--- src/rtl/seven_seg_scan_controller.sv ---
// seven_seg_scan_controller: 4-digit multiplexed seven-segment scan with frame-synchronous double buffering
// clk, rst_n (async, active-low), enable, value_in[15:0], load, dp_in[3:0], blank_lz in;
// an[3:0], seg[6:0] ({g..a}), dp (all active-low), digit_sel[1:0], frame_done out
module seven_seg_scan_controller #(
  parameter int REFRESH_DIV = 100000
) (
  input  logic        clk,
  input  logic        rst_n,
  input  logic        enable,
  input  logic [15:0] value_in,
  input  logic        load,
  input  logic [3:0]  dp_in,
  input  logic        blank_lz,
  output logic [3:0]  an,
  output logic [6:0]  seg,
  output logic        dp,
  output logic [1:0]  digit_sel,
  output logic        frame_done
);
  localparam int PW = (REFRESH_DIV > 2) ? $clog2(REFRESH_DIV) : 1;
  logic [PW-1:0] prescaler, prescaler_nx;
  logic [15:0]   display, display_nx, pending, pending_nx;
  logic [1:0]    ds_nx;
  logic [3:0]    nib;
  logic          pending_valid, pending_valid_nx, lit, lit_nx, tick, fs, blank, on;
  function automatic logic [6:0] hex7(input logic [3:0] n);
    case (n)
      4'h0: hex7 = 7'b1000000;
      4'h1: hex7 = 7'b1111001;
      4'h2: hex7 = 7'b0100100;
      4'h3: hex7 = 7'b0110000;
      4'h4: hex7 = 7'b0011001;
      4'h5: hex7 = 7'b0010010;
      4'h6: hex7 = 7'b0000010;
      4'h7: hex7 = 7'b1111000;
      4'h8: hex7 = 7'b0000000;
      4'h9: hex7 = 7'b0010000;
      4'ha: hex7 = 7'b0001000;
      4'hb: hex7 = 7'b0000011;
      4'hc: hex7 = 7'b1000110;
      4'hd: hex7 = 7'b0100001;
      4'he: hex7 = 7'b0000110;
      4'hf: hex7 = 7'b0001110;
    endcase
  endfunction
  // lit keeps the display dark from reset until the first tick selects digit 0
  always_comb begin
    tick             = enable && (prescaler == PW'(REFRESH_DIV - 1));
    fs               = tick && (digit_sel == 2'd3);
    prescaler_nx     = !enable ? prescaler : tick ? '0 : prescaler + 1'b1;
    ds_nx            = tick ? digit_sel + 2'd1 : digit_sel;
    lit_nx           = lit | tick;
    pending_nx       = load ? value_in : pending;
    display_nx       = (load && (!enable || fs)) ? value_in : (fs && pending_valid) ? pending : display;
    pending_valid_nx = fs ? 1'b0 : load ? enable : pending_valid;
    nib              = ds_nx == 2'd0 ? display_nx[15:12] : ds_nx == 2'd1 ? display_nx[11:8] :
                       ds_nx == 2'd2 ? display_nx[7:4] : display_nx[3:0];
    blank            = blank_lz && (ds_nx == 2'd0 ? ~|display_nx[15:12] : ds_nx == 2'd1 ? ~|display_nx[15:8] :
                       ds_nx == 2'd2 ? ~|display_nx[15:4] : 1'b0);
    on               = enable && lit_nx;
  end
  always_ff @(posedge clk or negedge rst_n)
    if (!rst_n) begin
      prescaler     <= '0;
      digit_sel     <= 2'd3;
      display       <= '0;
      pending       <= '0;
      pending_valid <= 1'b0;
      lit           <= 1'b0;
      an            <= 4'hf;
      seg           <= 7'h7f;
      dp            <= 1'b1;
      frame_done    <= 1'b0;
    end else begin
      prescaler     <= prescaler_nx;
      digit_sel     <= ds_nx;
      display       <= display_nx;
      pending       <= pending_nx;
      pending_valid <= pending_valid_nx;
      lit           <= lit_nx;
      an            <= on ? ~(4'b1000 >> ds_nx) : 4'hf;
      seg           <= (on && !blank) ? hex7(nib) : 7'h7f;
      dp            <= on ? ~dp_in[~ds_nx] : 1'b1;
      frame_done    <= fs;
    end
endmodule

--- config.mk ---
export PLATFORM = sky130hd
export DESIGN_NAME = seven_seg_scan_controller
export DESIGN_NICKNAME = d
export VERILOG_FILES = /design/src/rtl/seven_seg_scan_controller.sv
export SDC_FILE = /design/constraint.sdc
export NUM_CORES = 1
export LEC_CHECK = 0
export BUFFER_PORTS_ARGS = -buffer_cell sky130_fd_sc_hd__buf_2
export CAP_MARGIN = 15
export CORE_MARGIN = 3
export CORE_UTILIZATION = 38
export DETAILED_ROUTE_END_ITERATION = 12
export PLACE_DENSITY_LB_ADDON = 0.1
export SLEW_MARGIN = 20
export SYNTH_ARGS = -nofsm -noshare
export SYNTH_HDL_FRONTEND = slang
export SYNTH_SLANG_ARGS = --single-unit
--- constraint.sdc ---
create_clock -name clk -period 4.2 [get_ports clk]
set_input_delay 0.84 -clock clk [delete_from_list [all_inputs] [get_ports clk]]
set_output_delay 0.84 -clock clk [all_outputs]
set_load 0.02 [all_outputs]
==> flow_metrics.py, run 1 <==
metrics = {
    "floorplanning": {
        "die_height_microns": 101.6,
        "ios": 40,
        "start_util_pct": 39.47,
        "coreArea_sq_mm": 0.008806,
        "die_area_sq_mm": 0.01033,
        "die_w_microns": 101.6,
        "num_rows": 34,
    },
    "route": {
        "antenna_left": 0,
        "wl_per_cell_microns": 16.33,
        "drt-initial-drc-count": 86,
        "wl_mm": 7.984,
        "drt_pass1_iterations": 5,
        "vias": 2587,
        "viasPerCell": 5.290,
        "drc": 0,
    },
    "synthesis": {
        "yosys-top-cells-count": "52 x dfrtp_1, 31 x nor2_1, 23 x nand2_1",
        "netlist_area_sq_mm": 0.003476,
        "synth_cells": 322,
        "synth_top_family_by_area": "simple AND/OR/NAND/NOR gates",
        "async_flop_share_pct": 100.0,
        "synth_top_area_share_pct": 37.44,
        "yosys.area.top_type": "dfrtp_1",
        "yosysMostFrequentCell": "dfrtp_1",
        "syn_avg_cell_area_sq_um": 10.79,
        "synth_fa_ha_area_share_pct": 2.520,
        "yosys_register_bits": 66,
        "synthTopCellsByArea": "dfrtp_1 37%, dfstp_2 11%, mux2_2 6.8%",
        "ys.flop_type": "dfrtp_1",
        "synthXorXnorAreaFrac_pct": 4.284,
        "yosysUniqueCellTypes": 64,
        "synth_edf_count": 0,
        "syn_nets": 354,
        "seq_area_frac_synth_pct": 48.02,
        "yosys.area_share.simple_pct": 17.67,
        "muxShareOfSynthArea_pct": 13.50,
        "ys_warn_count": 0,
        "synth_compound_area_share_pct": 11.52,
    },
    "clock_network": {
        "cts_hold_buf": 0,
        "cts_resized": 0,
        "postCtsSetupBuffers": 0,
        "cts_max_path_buffers": 2,
        "htree_levels": 3,
        "clk_latency_ps": 340,
        "cts.clk_slew.worst_paths_ps": 70,
        "clock_sinks": 66,
        "cts_tree": "done",
        "cts_made_buffers": 9,
        "cts-root-buf": "clkbuf_8",
    },
    "timing": {
        "drv_slew": 0,
        "tns_ps": 0,
        "rsz0062_at_grt": "false",
        "min_period_ps": 3783,
        "timing.hold.ws_ps": 455.9,
        "finClkSkew_ps": 11.60,
        "max_freq_mhz": 264.3,
        "worst_slew_pin_slew_ps": 548.3,
        "finalCritPeriodShare_pct": 90.07,
        "setup_viol": 0,
        "final_hold_viol_count": 0,
        "timing.slew.headroom_pct": 63.45,
    },
    "power": {
        "switching_share_pct": 26.91,
        "pwr-share-comb_pct": 15.4,
        "switching_power_w": 0.0004284,
        "seqPwrFrac_pct": 47.1,
        "p_clk_share_pct": 37.5,
        "p_int_w": 0.001164,
        "p_leak_nw": 1.693,
        "powerDensity_mw_per_mm2": 388.3,
        "worst_ir_drop_vdd_mv": 0.2652,
    },
    "min_path": {
        "hold_class": "register to register",
        "min_delay_path_depth": 1,
    },
    "critical_path": {
        "critPathArrivalTime_ps": 4020,
        "cp_max_fo": 11,
        "path_cells": "or4b_4, nor2_1, a21boi_1, nor2_1, inv_2, buf_4, a221o_1, o21ai_0, mux2_2, a22o_1, o41ai_2",
        "path_buf_inv": 2,
        "worstPathRequired_ps": 4440,
        "cp_common_cell": "nor2_1",
        "path_delay_family": "compound AO/OA/AOI/OAI gates",
        "reg2reg_depth": 11,
        "cp.depth": 11,
        "cpMaxStageDelayCell": "or4b_4",
        "critPathLaunchType": "register",
        "crit_type": "register to register",
        "max_stage_delay_ps": 580,
        "endpoint_kind": "register",
    },
    "place": {
        "dpl-instance-area_sq_mm": 0.003879,
        "dp_hpwl_mm": 5.906,
        "gp_congestion": 0.8155,
        "io_buffers": 39,
    },
    "cells_and_area": {
        "area_delta_synth_final_pct": 17.96,
        "finalNetCount": 408,
        "final_area_sq_mm": 0.004100,
        "nFillCells": 856,
        "drive_gt1_share_pct": 31.23,
        "antennaDiodeCount": 0,
    },
    "global_route": {
        "gr-usage-met1_pct": 24.03,
        "grt_pass1_vias": 2518,
        "grt.busiest_layer": "met2",
        "grt_util_all_layers_pct": 16.61,
        "antenna_found_initial": 0,
        "gr-usage-met2_pct": 24.35,
        "grt_first_pass_wirelength_mm": 13.18,
        "grt.overflow.total": 0,
        "grt_max_degree": 45,
        "gr-usage-met3_pct": 4.339,
    },
    "flow_run": {
        "maxCapViolCount": 0,
    },
    "outcome": {
        "status": "finished clean",
    },
}
[worst reg2reg max path, delay by kind of cell (launching register included)]
kind            cells  cell delay (ps)
compound gates      5             1340
simple gates        3             1120
flops               1              430
buf+inv             2              400
mux                 1              390
[final timing paths]
check	startpoint	endpoint	slack, ps
hold reg to reg	lit	lit	460
setup reg to reg	prescaler[5]	seg[0]	420
max in group asynchronous	rst_n	display[0]	2980
setup / recovery	prescaler[5]	seg[0]	420
hold / removal	lit	lit	460
min in group asynchronous	rst_n	prescaler[7]	490
[metal layers]
metal  vias up  routed length [microns]  part of all wire (%)
met2        61                     3553                    45
li1       1281                        -                     -
met4         0                       52                  0.65
met5         -                        0                     0
met1      1240                     3965                    50
met3         5                      412                   5.2
[power groups by stage]
stage | sequential [W] | clock, W | combinational [W]
after floorplan | 0.000748 | 0 | 0.000172
after detailed placement | 0.000761 | 0 | 0.000246
after CTS | 0.000750 | 0.000617 | 0.000248
after global placement | 0.000761 | 0 | 0.000244
final | 0.000749 | 0.000597 | 0.000246
after global routing | 0.000758 | 0.000640 | 0.000282
[cells in the final DEF, fill, tap and decap left out, types with 3 or more instances in the layout]
master	n
nor3_1	4
nor2_1	31
dfrtp_1	52
nor2b_1	4
nand4_1	5
o21ai_0	13
xor2_1	6
nand2_1	23
a211oi_1	3
buf_2	38
mux2_2	21
dfstp_2	14
xnor2_1	11
ha_1	7
or4_1	4
clkbuf_8	10
a21oi_1	12
buf_4	16
inv_1	5
o211ai_1	4
mux2i_1	21
nand3_1	16
and3_1	5
[stage by stage]
| stage | instances | setup slack (ps) | total power [W] | utilization, % |
|---|---|---|---|---|
| final | 489 | 417.1 | 0.001592 | 46.56 |
| after global placement | 473 | 313.0 | 0.001005 | 44.05 |
| after floorplan | 322 | 238.4 | 0.0009200 | - |
| after detailed placement | 473 | 198.7 | 0.001008 | 44.05 |
| after global routing | 489 | 186.0 | 0.001681 | 46.56 |
| after CTS | 489 | 451.6 | 0.001614 | 46.53 |
[cell type report]
cell class	count	area (sq um)	share of cell area (%)
sequential	66	1669	40.71
multi-input combinational	237	1720	41.96
clock buffer	11	141.4	3.448
timing repair buffer	55	330.3	8.056
clock inverter	5	77.57	1.892
inverter	7	26.28	0.6408
tap	108	135.1	3.296
[state kept, by name, indices dropped and copies added, names as in the netlist]
register / cells
prescaler: 17
display: 16
pending: 16
seg: 7
an: 4
digit_sel: 2
dp: 1
frame_done: 1
lit: 1
pending_valid: 1
[kinds of logic (layout without fill, tap and decap cells)]
family,after synthesis,count (layout)
buffers and inverters,19,78
adder cells (fa/ha/maj),7,7
XOR/XNOR,17,17
AND/OR/NAND/NOR,115,115
AO/OA/AOI/OAI,55,55
multiplexers,43,43
flip-flops,66,66
Note: power is estimated with default switching activity, not from simulation.
==> inputs of run 2 (changes only) <==
--- a/config.mk
+++ b/config.mk
@@ -8,7 +8,7 @@
 export BUFFER_PORTS_ARGS = -buffer_cell sky130_fd_sc_hd__buf_2
 export CAP_MARGIN = 15
 export CORE_MARGIN = 3
-export CORE_UTILIZATION = 38
+export CORE_UTILIZATION = 55
 export DETAILED_ROUTE_END_ITERATION = 12
 export PLACE_DENSITY_LB_ADDON = 0.1
 export SLEW_MARGIN = 20
==> constraint.sdc (replaced) <==
create_clock -name clk -period 4.2 [get_ports clk]
set_input_delay 0.84 -clock clk [delete_from_list [all_inputs] [get_ports clk]]
set_output_delay 0.84 -clock clk [all_outputs]
set_load 0.1 [all_outputs]
==> run 2 against run 1 <==
Against the previous run: via count rose by 3.8%; sequential power barely moved; hold slack improved by 7.2 ps; core utilization rose by 21 points; global-route usage rose by 6.5 points; clock skew fell by 0.72 ps.
==> flow_metrics.py, run 2 (synthesized netlist as in run 1, its figures left out) <==
metrics = {
    "outcome": {
        "status": "finished clean",
    },
    "timing": {
        "tns_ps": 0,
        "finClkSkew_ps": 10.88,
        "drv_slew": 0,
        "worst_slew_pin_slew_ps": 606.9,
        "setup_viol": 0,
        "min_period_ps": 3670,
        "finalCritPeriodShare_pct": 87.37,
        "rsz0062_at_grt": "false",
        "max_freq_mhz": 272.5,
        "final_hold_viol_count": 0,
        "timing.slew.headroom_pct": 59.54,
    },
    "place": {
        "placed_cells": 443,
        "gp_congestion": 0.9717,
        "dp_hpwl_mm": 5.648,
        "dpl-instance-area_sq_mm": 0.003847,
        "io_buffers": 39,
    },
    "global_route": {
        "grt_util_all_layers_pct": 23.12,
        "grt_max_degree": 40,
        "antenna_found_initial": 0,
        "grt_pass1_vias": 2618,
        "grt.overflow.total": 0,
        "grt_first_pass_wirelength_mm": 13.19,
    },
    "critical_path": {
        "crit_type": "register to register",
        "path_buf_inv": 2,
        "path_delay_family": "simple AND/OR/NAND/NOR gates",
        "critPathLaunchType": "register",
        "cp_max_fo": 10,
        "r2r_slack_ps": 530,
        "critPathArrivalTime_ps": 3910,
        "endpoint_kind": "register",
        "max_stage_delay_ps": 580,
        "worstPathRequired_ps": 4440,
        "cpMaxStageDelayCell": "or4b_4",
        "path_cells": "or4b_4, nand2b_1, nor3_2, buf_4, mux2i_1, o21ai_0, mux2i_1, mux2_2, inv_1, ha_1, nor2_1, a22o_1, a22o_1, o41ai_2",
    },
    "floorplanning": {
        "ios": 40,
        "die_area_sq_mm": 0.007309,
        "die_height_microns": 85.50,
        "num_rows": 28,
        "die_w_microns": 85.50,
        "coreArea_sq_mm": 0.006026,
        "start_util_pct": 57.68,
    },
    "cells_and_area": {
        "largest_reg_flops": 17,
        "area_delta_synth_final_pct": 16.99,
        "most-common-layout-cells": "52 x dfrtp_1, 39 x buf_2, 31 x nor2_1",
        "fin_util_pct": 67.48,
        "top_regs": "prescaler x17, display x16, pending x16",
        "final_common_cell": "dfrtp_1",
        "instances_no_fill": 458,
        "drive_gt1_share_pct": 31.33,
        "max_flop_register": "prescaler",
        "antennaDiodeCount": 0,
        "finalNetCount": 411,
        "final_area_sq_mm": 0.004066,
    },
    "clock_network": {
        "htree_levels": 3,
        "postCtsSetupBuffers": 0,
        "cts.clk_slew.worst_paths_ps": 70,
        "cts_hold_buf": 0,
        "cts_tree": "done",
        "clock_sinks": 66,
        "cts_max_path_buffers": 2,
        "clk_latency_ps": 340,
        "cts_made_buffers": 9,
        "cts_resized": 0,
        "cts-root-buf": "clkbuf_8",
    },
    "route": {
        "wl_mm": 7.651,
        "wl_per_cell_microns": 16.71,
        "vias": 2685,
        "viasPerCell": 5.862,
        "drt_pass1_iterations": 4,
        "drc": 0,
        "drt-initial-drc-count": 143,
        "antenna_left": 0,
    },
    "power": {
        "powerDensity_mw_per_mm2": 391.9,
        "p_leak_nw": 1.704,
        "worst_ir_drop_vdd_mv": 0.3179,
    },
    "min_path": {
        "hold_class": "register to register",
    },
    "flow_run": {
        "maxCapViolCount": 0,
    },
}
-- run 2: through the flow --
| stage | total power [W] | hold slack (ps) | worst slack (ps) |
|---|---|---|---|
| 2_1_floorplan | 0.0009200 | 422.6 | 238.4 |
| 3_3_place_gp | 0.001001 | 438.7 | 334.0 |
| 3_5_place_dp | 0.001012 | 452.6 | 256.1 |
| 4_1_cts | 0.001604 | 468.5 | 516.4 |
| 5_1_grt | 0.001673 | 479.8 | 207.1 |
| 6_report | 0.001594 | 463.1 | 530.4 |
-- run 2: path summary, 6_finish.rpt --
path,from,endpoint,depth (start not counted)
max in group asynchronous,rst_n,pending[6],2
worst min register to register,lit,lit,1
worst max register to register,prescaler[5],seg[0],14
worst max-delay path,prescaler[5],seg[0],14
min in group asynchronous,rst_n,prescaler[10],1
worst min-delay path,lit,lit,1
-- run 2: where the power goes --
part	leakage (nW)	switching, W	internal [W]
sequential	0.787	0.0000491	0.000702
clock	0.110	0.000228	0.000364
combinational	0.807	0.000135	0.000116
total	1.70	0.000412	0.00118
-- run 2: metal layers --
layer / global-route usage [%] / routed length (microns) / vias up
met5: 0 / 0 / -
met4: 7.914 / 102 / 0
met3: 4.803 / 407 / 9
met2: 35.10 / 3534 / 81
met1: 33.17 / 3606 / 1299
li1: - / - / 1296
-- run 2: layout make-up --
type | instances | area [sq um]
clock buffer | 13 | 158.9
multi-input combinational | 237 | 1720
inverter | 7 | 26.28
tap | 75 | 93.84
timing repair buffer | 58 | 337.8
fill | 479 | 1959
clock inverter | 2 | 60.06
sequential | 66 | 1669
